==> src/rtl/apb_if.sv <==
// APB bus bundle between the bridge's APB controller (master) and one responder (slave).
interface apb_if;
  logic        psel;
  logic        penable;
  logic        pwrite;
  logic [31:0] paddr;
  logic [31:0] pwdata;
  logic [31:0] prdata;
  logic        pready;
  logic        pslverr;

  modport master (
    output psel, penable, pwrite, paddr, pwdata,
    input  prdata, pready, pslverr
  );

  modport slave (
    input  psel, penable, pwrite, paddr, pwdata,
    output prdata, pready, pslverr
  );
endinterface

==> src/rtl/apb_slave_regfile.sv <==
// APB responder backed by a 16 x 32-bit register file; reg 15 is a read-only ID.
// Programmable wait states via pready, bad accesses flagged on pslverr.
module apb_slave_regfile #(
  parameter int unsigned WAIT_STATES   = 0,
  parameter logic [31:0] ID_VALUE      = 32'hA5B0_0001,
  parameter bit          ADDR_HI_CHECK = 1'b1
) (
  input logic  hclk,
  input logic  hresetn,
  apb_if.slave apb
);

  typedef enum logic [0:0] {IDLE = 1'b0, ACCESS = 1'b1} state_t;

  state_t      state_r;
  logic [3:0]  cnt_r;
  logic [3:0]  idx_r;
  logic        write_r;
  logic [31:0] wdata_r;
  logic        err_r;
  logic [31:0] regs_r [16];

  logic        pready_s;
  logic [31:0] rdata_s;
  logic        err_s;

  // Misaligned, out-of-window, or a write to the read-only ID register.
  function automatic logic addr_err(input logic [31:0] addr, input logic wr);
    logic hi_bad;
    hi_bad = ADDR_HI_CHECK && (addr[31:6] != 26'd0);
    return (addr[1:0] != 2'b00) || hi_bad || (wr && (addr[5:2] == 4'hF));
  endfunction

  // Error decision for the transfer presented in the setup phase.
  always_comb begin
    err_s = addr_err(apb.paddr, apb.pwrite);
  end

  // Transfer FSM, wait counter, setup latches and register file.
  always_ff @(posedge hclk or negedge hresetn) begin
    if (!hresetn) begin
      state_r <= IDLE;
      cnt_r   <= 4'd0;
      idx_r   <= 4'd0;
      write_r <= 1'b0;
      wdata_r <= 32'd0;
      err_r   <= 1'b0;
      for (int i = 0; i < 16; i++) begin
        regs_r[i] <= 32'd0;
      end
    end else begin
      case (state_r)
        IDLE: begin
          if (apb.psel && !apb.penable) begin
            idx_r   <= apb.paddr[5:2];
            write_r <= apb.pwrite;
            wdata_r <= apb.pwdata;
            err_r   <= err_s;
            cnt_r   <= 4'(WAIT_STATES);
            state_r <= ACCESS;
          end else begin
            state_r <= IDLE;
          end
        end
        ACCESS: begin
          if (!(apb.psel && apb.penable)) begin
            // Master dropped the transfer: discard it without touching the registers.
            state_r <= IDLE;
          end else if (cnt_r != 4'd0) begin
            cnt_r <= cnt_r - 4'd1;
          end else begin
            if (write_r && !err_r) begin
              regs_r[idx_r] <= wdata_r;
            end
            state_r <= IDLE;
          end
        end
        default: begin
          state_r <= IDLE;
        end
      endcase
    end
  end

  // Completion strobe and read data, qualified by the live access-phase handshake.
  always_comb begin
    pready_s = (state_r == ACCESS) && (cnt_r == 4'd0) && apb.psel && apb.penable;
    rdata_s  = 32'd0;
    if (pready_s && !write_r && !err_r) begin
      if (idx_r == 4'hF) begin
        rdata_s = ID_VALUE;
      end else begin
        rdata_s = regs_r[idx_r];
      end
    end else begin
      rdata_s = 32'd0;
    end
  end

  assign apb.pready  = pready_s;
  assign apb.prdata  = rdata_s;
  assign apb.pslverr = pready_s & err_r;

endmodule

==> src/flat_wrapper.sv <==
// flat-port wrapper written by rule: the top's interface ports become plain ports
module apb_slave_regfile_flat 
#(
  parameter int unsigned WAIT_STATES   = 0,
  parameter logic [31:0] ID_VALUE      = 32'hA5B0_0001,
  parameter bit          ADDR_HI_CHECK = 1'b1
)
  (hclk, hresetn, apb_psel, apb_penable, apb_pwrite, apb_paddr, apb_pwdata, apb_prdata, apb_pready, apb_pslverr);
  apb_if apb_i ();
  input logic hclk;
  input logic hresetn;
  input wire logic [$bits(apb_i.psel)-1:0] apb_psel;
  input wire logic [$bits(apb_i.penable)-1:0] apb_penable;
  input wire logic [$bits(apb_i.pwrite)-1:0] apb_pwrite;
  input wire logic [$bits(apb_i.paddr)-1:0] apb_paddr;
  input wire logic [$bits(apb_i.pwdata)-1:0] apb_pwdata;
  output wire logic [$bits(apb_i.prdata)-1:0] apb_prdata;
  output wire logic [$bits(apb_i.pready)-1:0] apb_pready;
  output wire logic [$bits(apb_i.pslverr)-1:0] apb_pslverr;
  assign apb_i.psel = apb_psel;
  assign apb_i.penable = apb_penable;
  assign apb_i.pwrite = apb_pwrite;
  assign apb_i.paddr = apb_paddr;
  assign apb_i.pwdata = apb_pwdata;
  assign apb_prdata = apb_i.prdata;
  assign apb_pready = apb_i.pready;
  assign apb_pslverr = apb_i.pslverr;
  apb_slave_regfile #(.WAIT_STATES(WAIT_STATES), .ID_VALUE(ID_VALUE), .ADDR_HI_CHECK(ADDR_HI_CHECK)) u_core (.hclk(hclk), .hresetn(hresetn), .apb(apb_i));
endmodule
==> config.mk <==
export PLATFORM = sky130hd
export DESIGN_NAME = apb_slave_regfile_flat
export DESIGN_NICKNAME = d
export VERILOG_FILES = /design/src/rtl/apb_if.sv /design/src/rtl/apb_slave_regfile.sv /design/src/flat_wrapper.sv
export SDC_FILE = /design/constraint.sdc
export NUM_CORES = 1
export LEC_CHECK = 0
export BUFFER_PORTS_ARGS = -buffer_cell sky130_fd_sc_hd__buf_2
export CAP_MARGIN = 20
export CORE_ASPECT_RATIO = 1.2
export CORE_MARGIN = 3
export CORE_UTILIZATION = 45
export CTS_CLUSTER_SIZE = 30
export DETAILED_ROUTE_END_ITERATION = 10
export HOLD_SLACK_MARGIN = 0.12
export SLEW_MARGIN = 15
export SYNTH_ARGS = -nofsm -noshare
export SYNTH_HDL_FRONTEND = slang
export SYNTH_SLANG_ARGS = --single-unit
==> constraint.sdc <==
create_clock -name hclk -period 5.35 [get_ports hclk]
set_input_delay 0.8025 -clock hclk [delete_from_list [all_inputs] [get_ports hclk]]
set_output_delay 0.8025 -clock hclk [all_outputs]
set_load 0.02 [all_outputs]
==> metrics.txt, run 1 <==
run status=finished clean; Seq/Total Area, Yosys=55.8%; GR Overflow Total=0; die area=0.0573 mm²; number of global-route vias before repair=14600; quantity of gates resized following cts=0; chip height=262 µm; all-layer global routing usage=21.0%; Async S/R FF share, synth=100%; Layout Nets=1669; Slew @ Worst Pin=1.09 ns; RSZ-0062 raised after global routing=no; count of input and output buffers=102; met1 Resource Use GR=28.3%; crit path max fanout=60; placeable core region=0.0538 mm²; number of enable flip-flop cells after synthesis=0; starting density of the core=45.6%; DIE WIDTH=219 µm; num ports=103; # rows=93; max cap viols=0; CTS tree=done; Post-DRT Antenna Nets=0; vias per inst=5.82; Most Crowded Layer GR=met2; critical path class=reg2out; most common cell after layout, fill and taps aside=dfrtp_1; total CTS buffers=57; area of the mapped netlist=0.0245 mm²; #FFs+latches synth=547; setup total negative slack=0 ns; Reg clk slew, reported paths=0.06 ns; largest net degree at the start of global routing=139; fillcell total=4586; Worst EP required=4.55 ns; area of the multi-input gates=0.0103 mm²; design area=0.0276 mm²; Slew Viols, Final=0; # setup viols final=0; Post-CTS Setup Bufs=0; DP Wirelength=34.2 mm; final hold viol count=0; DR vias=13700; met2 Use GR=36.4%; fin crit share=78.4%; Crit path arrival time=3.39 ns; hold crit path type=in2async; post-route minimum period=4.20 ns; initial antenna violation count=0; DR pass1 iterations=5; CP Capture Type=primary output; layout cells sized above 1=55.8%; gate count of the mapped netlist=1541; Detailed Route Iter0 Violations=731; Setup Skew=0.0173 ns; Peak VDD IR=0.242 mV; worst skew pair latency=0.61 ns; CTS max path bufs=3; H-Tree Level Count=2; first-pass GRT wire length=91.4 mm; Slew headroom=27.4%; drt drc=0; ANT cells=0; r2r startpoint=u_core.cnt_r[0]; predominant post-synthesis flop cell=dfrtp_1; Leak=13.3 nW; Post-Route WL=59.1 mm; CTS hold repair buffers=0; clk sinks=547; most frequent cells in the layout=545 x dfrtp_1, 523 x mux2_2, 117 x mux4_2; synth warn=0; crit start category=register; Fmax=238 MHz; Synth-to-Final Area Change=12.6%; DR WL/cell=25.1 µm; Synth cell types=47; placed standard-cell area=0.0257 mm²; Crit. Startpoint=u_core.idx_r[1]; Syn Nets=1612; GR Layer Usage met3=2.68%; Root Buffer=clkbuf_16; Sequential cell area=0.0137 mm²; Mapped Avg Cell Area=15.9 µm²; PwrDens=333 mW/mm²; final RePlAce weighted congestion=0.743
layout make-up:
class	count	area share, %
well taps	712	3.23
clock inverters	18	0.666
repair buffers	135	3.10
clock buffers	85	6.10
multi-input cells	855	37.3
inverters	2	0.0272
flip-flops and latches	547	49.6
Yosys cell counts (all sizes together), types with 2 or more instances:
master	n	area share, %
ha	2	0.10
a21oi	29	0.90
nand2b	5	0.13
nor2b	2	0.051
nand3	20	0.59
o211ai	3	0.092
nor3	2	0.061
clkbuf	63	0.96
inv	2	0.031
nor3b	7	0.26
o21ai	5	0.10
dfrtp	547	56
nor4	8	0.23
buf	74	1.6
a21boi	4	0.12
nor2	8	0.13
a31o	4	0.18
o221ai	5	0.18
a31oi	4	0.10
mux2i	3	0.12
nand2	7	0.11
xor2	2	0.071
a22oi	53	1.6
and3	4	0.10
mux4	117	11
o311a	3	0.12
mux2	549	25
worst max-delay path: stages, from the launching register on:
cell and delay [ns]:
dfrtp_4 1.06, buf_4 0.61, mux4_2 0.30, nand2_1 0.06, o311a_1 0.16, a31oi_1 0.28
buf_2 0.24
registers in the layout, indices dropped and copies added (netlist names):
name            count
u_core.cnt_r        4
u_core.err_r        1
u_core.idx_r        4
u_core.regs_r     504
u_core.state_r      1
u_core.wdata_r     32
u_core.write_r      1
per-layer routing:
layer,routed length (µm),up-vias,part of all wire (%)
met5,0,-,0
met4,1160,0,2.0
met3,1780,85,3.0
li1,-,5905,-
met1,25900,7505,44
met2,30200,209,51
power by group:
| part | switching [W] | total, W | internal [W] |
|---|---|---|---|
| logic | 0.000423 | 0.000713 | 0.000290 |
| clock network | 0.00164 | 0.00395 | 0.00231 |
| registers | 0.000319 | 0.00452 | 0.00421 |
metrics by stage:
stage          util [%]  std cells  hold WS (ns)  setup slack (ns)  power [W]
6_report           51.3       2354         0.232              1.15    0.00919
5_1_grt            51.3       2354         0.313             0.990    0.00955
4_1_cts            51.3       2354         0.265              1.10    0.00932
3_5_place_dp       47.9       2251         0.475              1.72    0.00533
3_3_place_gp       47.9       2251         0.463              1.70    0.00532
2_1_floorplan         -       1541         0.453              2.32    0.00495
final timing paths:
kind                                       to  slack, ns  cells after the start
min in group hclk          u_core.wdata_r[18]       0.42                      2
min                        u_core.regs_r[452]       0.23                      1
max reg2reg                u_core.regs_r[161]       1.74                      7
max                            apb_prdata[24]       1.15                      6
min reg2reg                  u_core.regs_r[4]       0.49                      1
max in group asynchronous  u_core.regs_r[433]       3.78                      2
cells by family (layout without fill, tap and decap cells):
| group | count (synthesis) | in the layout | share of synthesized area, % |
|---|---|---|---|
| multiplexers | 669 | 669 | 36.1 |
| AND/OR/NAND/NOR | 70 | 70 | 1.88 |
| buffers and inverters | 139 | 240 | 2.55 |
| flip-flops | 547 | 547 | 55.8 |
| adder cells (fa/ha/maj) | 2 | 2 | 0.102 |
| XOR/XNOR | 2 | 2 | 0.0715 |
| AO/OA/AOI/OAI | 112 | 112 | 3.49 |
Note: power is estimated with default switching activity, not from simulation.
==> run 2, diff against run 1 <==
ABC_AREA = 1   (was unset)
clock period = 3.4 ns   (was 5.35 ns; I/O delays follow)
==> run 2 against run 1 <==
Largest cell class unchanged. Critical endpoint is now apb_prdata[19]. Combinational power grew to 2.6 times the previous value. Sequential share of layout area is 4.3 points lower. Register-to-register slack worse by 1.3 ns. Clock power rose by 66%. Non-clock buffer count rose by 98. Sequential power increased by 56%. Highest routed layer is now met5.
==> metrics.txt, run 2 <==
Seq/Total Area, Yosys=51.3% (was 55.8%); chip height=274 µm (was 262 µm); clk sinks=551 (was 547); hold crit path type=in2reg (was in2async); Mapped Avg Cell Area=7.29 µm² (was 15.9 µm²); number of enable flip-flop cells after synthesis=0 (unchanged); DR WL/cell=20.5 µm (was 25.1 µm); Pint=0.0108 W (was 0.00681 W); #FFs+latches synth=551 (was 547); Crit path arrival time=2.79 ns (was 3.39 ns); Reg clk slew, reported paths=0.06 ns (about the same); PwrDens=507 mW/mm² (was 333 mW/mm²); Synth cell types=25 (was 47); DP Wirelength=55.9 mm (was 34.2 mm); largest area contributor in the netlist=dfrtp_1 (unchanged); first-pass GRT wire length=146 mm (was 91.4 mm); total CTS buffers=59 (was 57); run status=finished clean (unchanged); Layout Nets=3777 (was 1669); most instantiated library cell after synthesis=nand2_1 (was dfrtp_1); Worst EP required=2.89 ns (was 4.55 ns); vias per inst=5.42 (was 5.82); Peak VDD IR=0.443 mV (was 0.242 mV); Post-Route WL=93.1 mm (was 59.1 mm); biggest regs=u_core.regs_r x508, u_core.wdata_r x32 (was u_core.regs_r x504, u_core.wdata_r x32); placed standard-cell area=0.0283 mm² (was 0.0257 mm²); # setup viols final=0 (unchanged); Seq pwr share=45.8% (was 49.2%); Switching Fraction=29.9% (was 25.9%); design area=0.0305 mm² (was 0.0276 mm²); final hold viol count=0 (unchanged); final RePlAce weighted congestion=0.811 (was 0.743); post-route minimum period=3.30 ns; Synth area leaders=dfrtp_1 51%, nand2_1 27%, nand3_1 10%, o21ai_0 2.5%, clkbuf_1 2.0% (was dfrtp_1 56%, mux2_2 24%, mux4_2 11%, a22oi_1 1.6%, mux2_1 1.2%); ANT cells=0 (unchanged); starting density of the core=45.7% (was 45.6%); all-layer global routing usage=29.8% (was 21.0%); Slew headroom=50.0% (was 27.4%); CP Capture Type=primary output (unchanged); Post-DRT Antenna Nets=0 (unchanged); layout cells sized above 1=8.80% (was 55.8%); CTS max path bufs=3 (unchanged); number of global-route vias before repair=24000 (was 14600); max cap viols=0 (unchanged); placeable core region=0.0587 mm² (was 0.0538 mm²); die area=0.0627 mm² (was 0.0573 mm²); DR vias=24600 (was 13700); area of the mapped netlist=0.0269 mm² (was 0.0245 mm²); most common library cells after synthesis=1945 x nand2_1, 551 x dfrtp_1, 548 x nand3_1, 141 x clkbuf_1, 136 x o21ai_0 (was 547 x dfrtp_1, 523 x mux2_2, 117 x mux4_2, 63 x clkbuf_1, 53 x a22oi_1); Fmax=303 MHz; Min Hold Slack=0.144 ns (was 0.232 ns); synth warn=0 (unchanged); Largest register FFs=508 (was 504); fin worst setup slack=0.101 ns (was 1.15 ns); predominant post-synthesis flop cell=dfrtp_1 (unchanged); drt drc=0 (unchanged); Async S/R FF share, synth=100% (unchanged); num ports=103 (unchanged); Root Buffer=clkbuf_16 (unchanged); Detailed Route Iter0 Violations=2601 (was 731); crit path max fanout=24 (was 60); Synth-to-Final Area Change=13.5% (was 12.6%); largest net degree at the start of global routing=85 (was 139); DIE WIDTH=229 µm (was 219 µm); Slew @ Worst Pin=0.750 ns (was 1.09 ns); gate count of the mapped netlist=3685 (was 1541); critical path class=reg2out (unchanged); Biggest register=u_core.regs_r (unchanged); most frequent cells in the layout=1945 x nand2_1, 549 x dfrtp_1, 548 x nand3_1 (was 545 x dfrtp_1, 523 x mux2_2, 117 x mux4_2); Clock power frac=42.4% (was 43.0%); Leak=16.7 nW (was 13.3 nW); worst skew pair latency=0.63 ns (was 0.61 ns); initial antenna violation count=2 (was 0); Setup Skew=0.0185 ns (was 0.0173 ns); setup total negative slack=0 ns (unchanged); Syn Nets=3756 (was 1612); Gate power share=11.8% (was 7.8%); DP Worst Slack=0.493 ns (was 1.72 ns); most common cell after layout, fill and taps aside=nand2_1 (was dfrtp_1); CTS tree=done (unchanged); area share of the largest cell type after synthesis=51.3% (was 55.8%); RSZ-0062 raised after global routing=no (unchanged); Slew Viols, Final=0 (unchanged); count of input and output buffers=102 (unchanged); crit start category=register (unchanged); fin crit share=97.0%; H-Tree Level Count=2 (unchanged); # rows=97 (was 93); GR Overflow Total=0 (unchanged); Psw=0.00462 W (was 0.00238 W); DR pass1 iterations=5 (unchanged)
==> run 2: cell type report <==
type | instances | area (µm²)
Clock buffer | 84 | 1680
Fill cell | 5876 | 28300
Tap cell | 792 | 991
Multi-Input combinational cell | 2794 | 11600
Sequential cell | 551 | 13800
Timing Repair Buffer | 233 | 1920
Clock inverter | 22 | 248
Inverter | 67 | 267
==> run 2: final timing paths <==
| check | start | cells past startpoint | end | slack [ns] |
|---|---|---|---|---|
| min reg2reg | u_core.regs_r[233] | 2 | u_core.regs_r[233] | 0.47 |
| max reg2reg | u_core.cnt_r[0] | 10 | u_core.regs_r[104] | 0.48 |
| min | apb_pwdata[2] | 3 | u_core.wdata_r[2] | 0.14 |
| max in group asynchronous | hresetn | 3 | u_core.regs_r[396] | 1.96 |
| max | u_core.idx_r[3] | 8 | apb_prdata[19] | 0.10 |
| min in group asynchronous | hresetn | 2 | u_core.cnt_r[0] | 0.51 |
==> run 2: kinds of logic after synthesis <==
logic type | share of synthesized area, %
AOI/OAI and AO/OA | 3.14
DFF | 51.3
and+or+nand+nor | 39.4
adders and majority gates | 0.0932
buffers and inverters | 6.05
==> run 2: what timing repair did <==
| action | in CTS | in global routing |
|---|---|---|
| hold buffers | 23 | 0 |
| endpoints found under the setup margin | 0 | 24 |
| buffers inserted | 0 | 1 |
| hold endpoints to repair | 93 | 0 |
| resized for setup | 0 | 2 |
==> run 2: layer usage <==
layer | vias to the layer above | GRT usage (%) | wire [µm]
met5 | - | 0 | 14
met4 | 2 | 8.90 | 2720
met3 | 186 | 4.42 | 6400
met2 | 871 | 49.9 | 44300
met1 | 12000 | 40.3 | 39700
li1 | 11600 | - | -
==> run 2: per-stage QoR <==
step | instances | util [%] | total power, W
final | 4543 | 51.9 | 0.0154
after global routing | 4543 | 51.9 | 0.0159
after CTS | 4542 | 51.8 | 0.0155
after detailed placement | 4413 | 48.2 | 0.00895
after global placement | 4413 | 48.2 | 0.00896
after floorplan | 3685 | - | 0.00781
==> run 2: power by group through the flow <==
stage | clock (W) | combinational, W | sequential [W]
after floorplan | 0 | 0.000954 | 0.00686
after global placement | 0 | 0.00177 | 0.00718
after detailed placement | 0 | 0.00177 | 0.00718
after CTS | 0.00663 | 0.00180 | 0.00706
after global routing | 0.00687 | 0.00192 | 0.00708
final | 0.00655 | 0.00183 | 0.00707
==> run 2: critical path, stage by stage (launching register included) <==
cell,delay [ns]
dfrtp_1,0.48
nand2_1,0.32
inv_2,0.10
nand3_1,0.08
buf_4,0.32
nand4_1,0.14
buf_4,0.27
nor2_1,0.22
buf_2,0.20
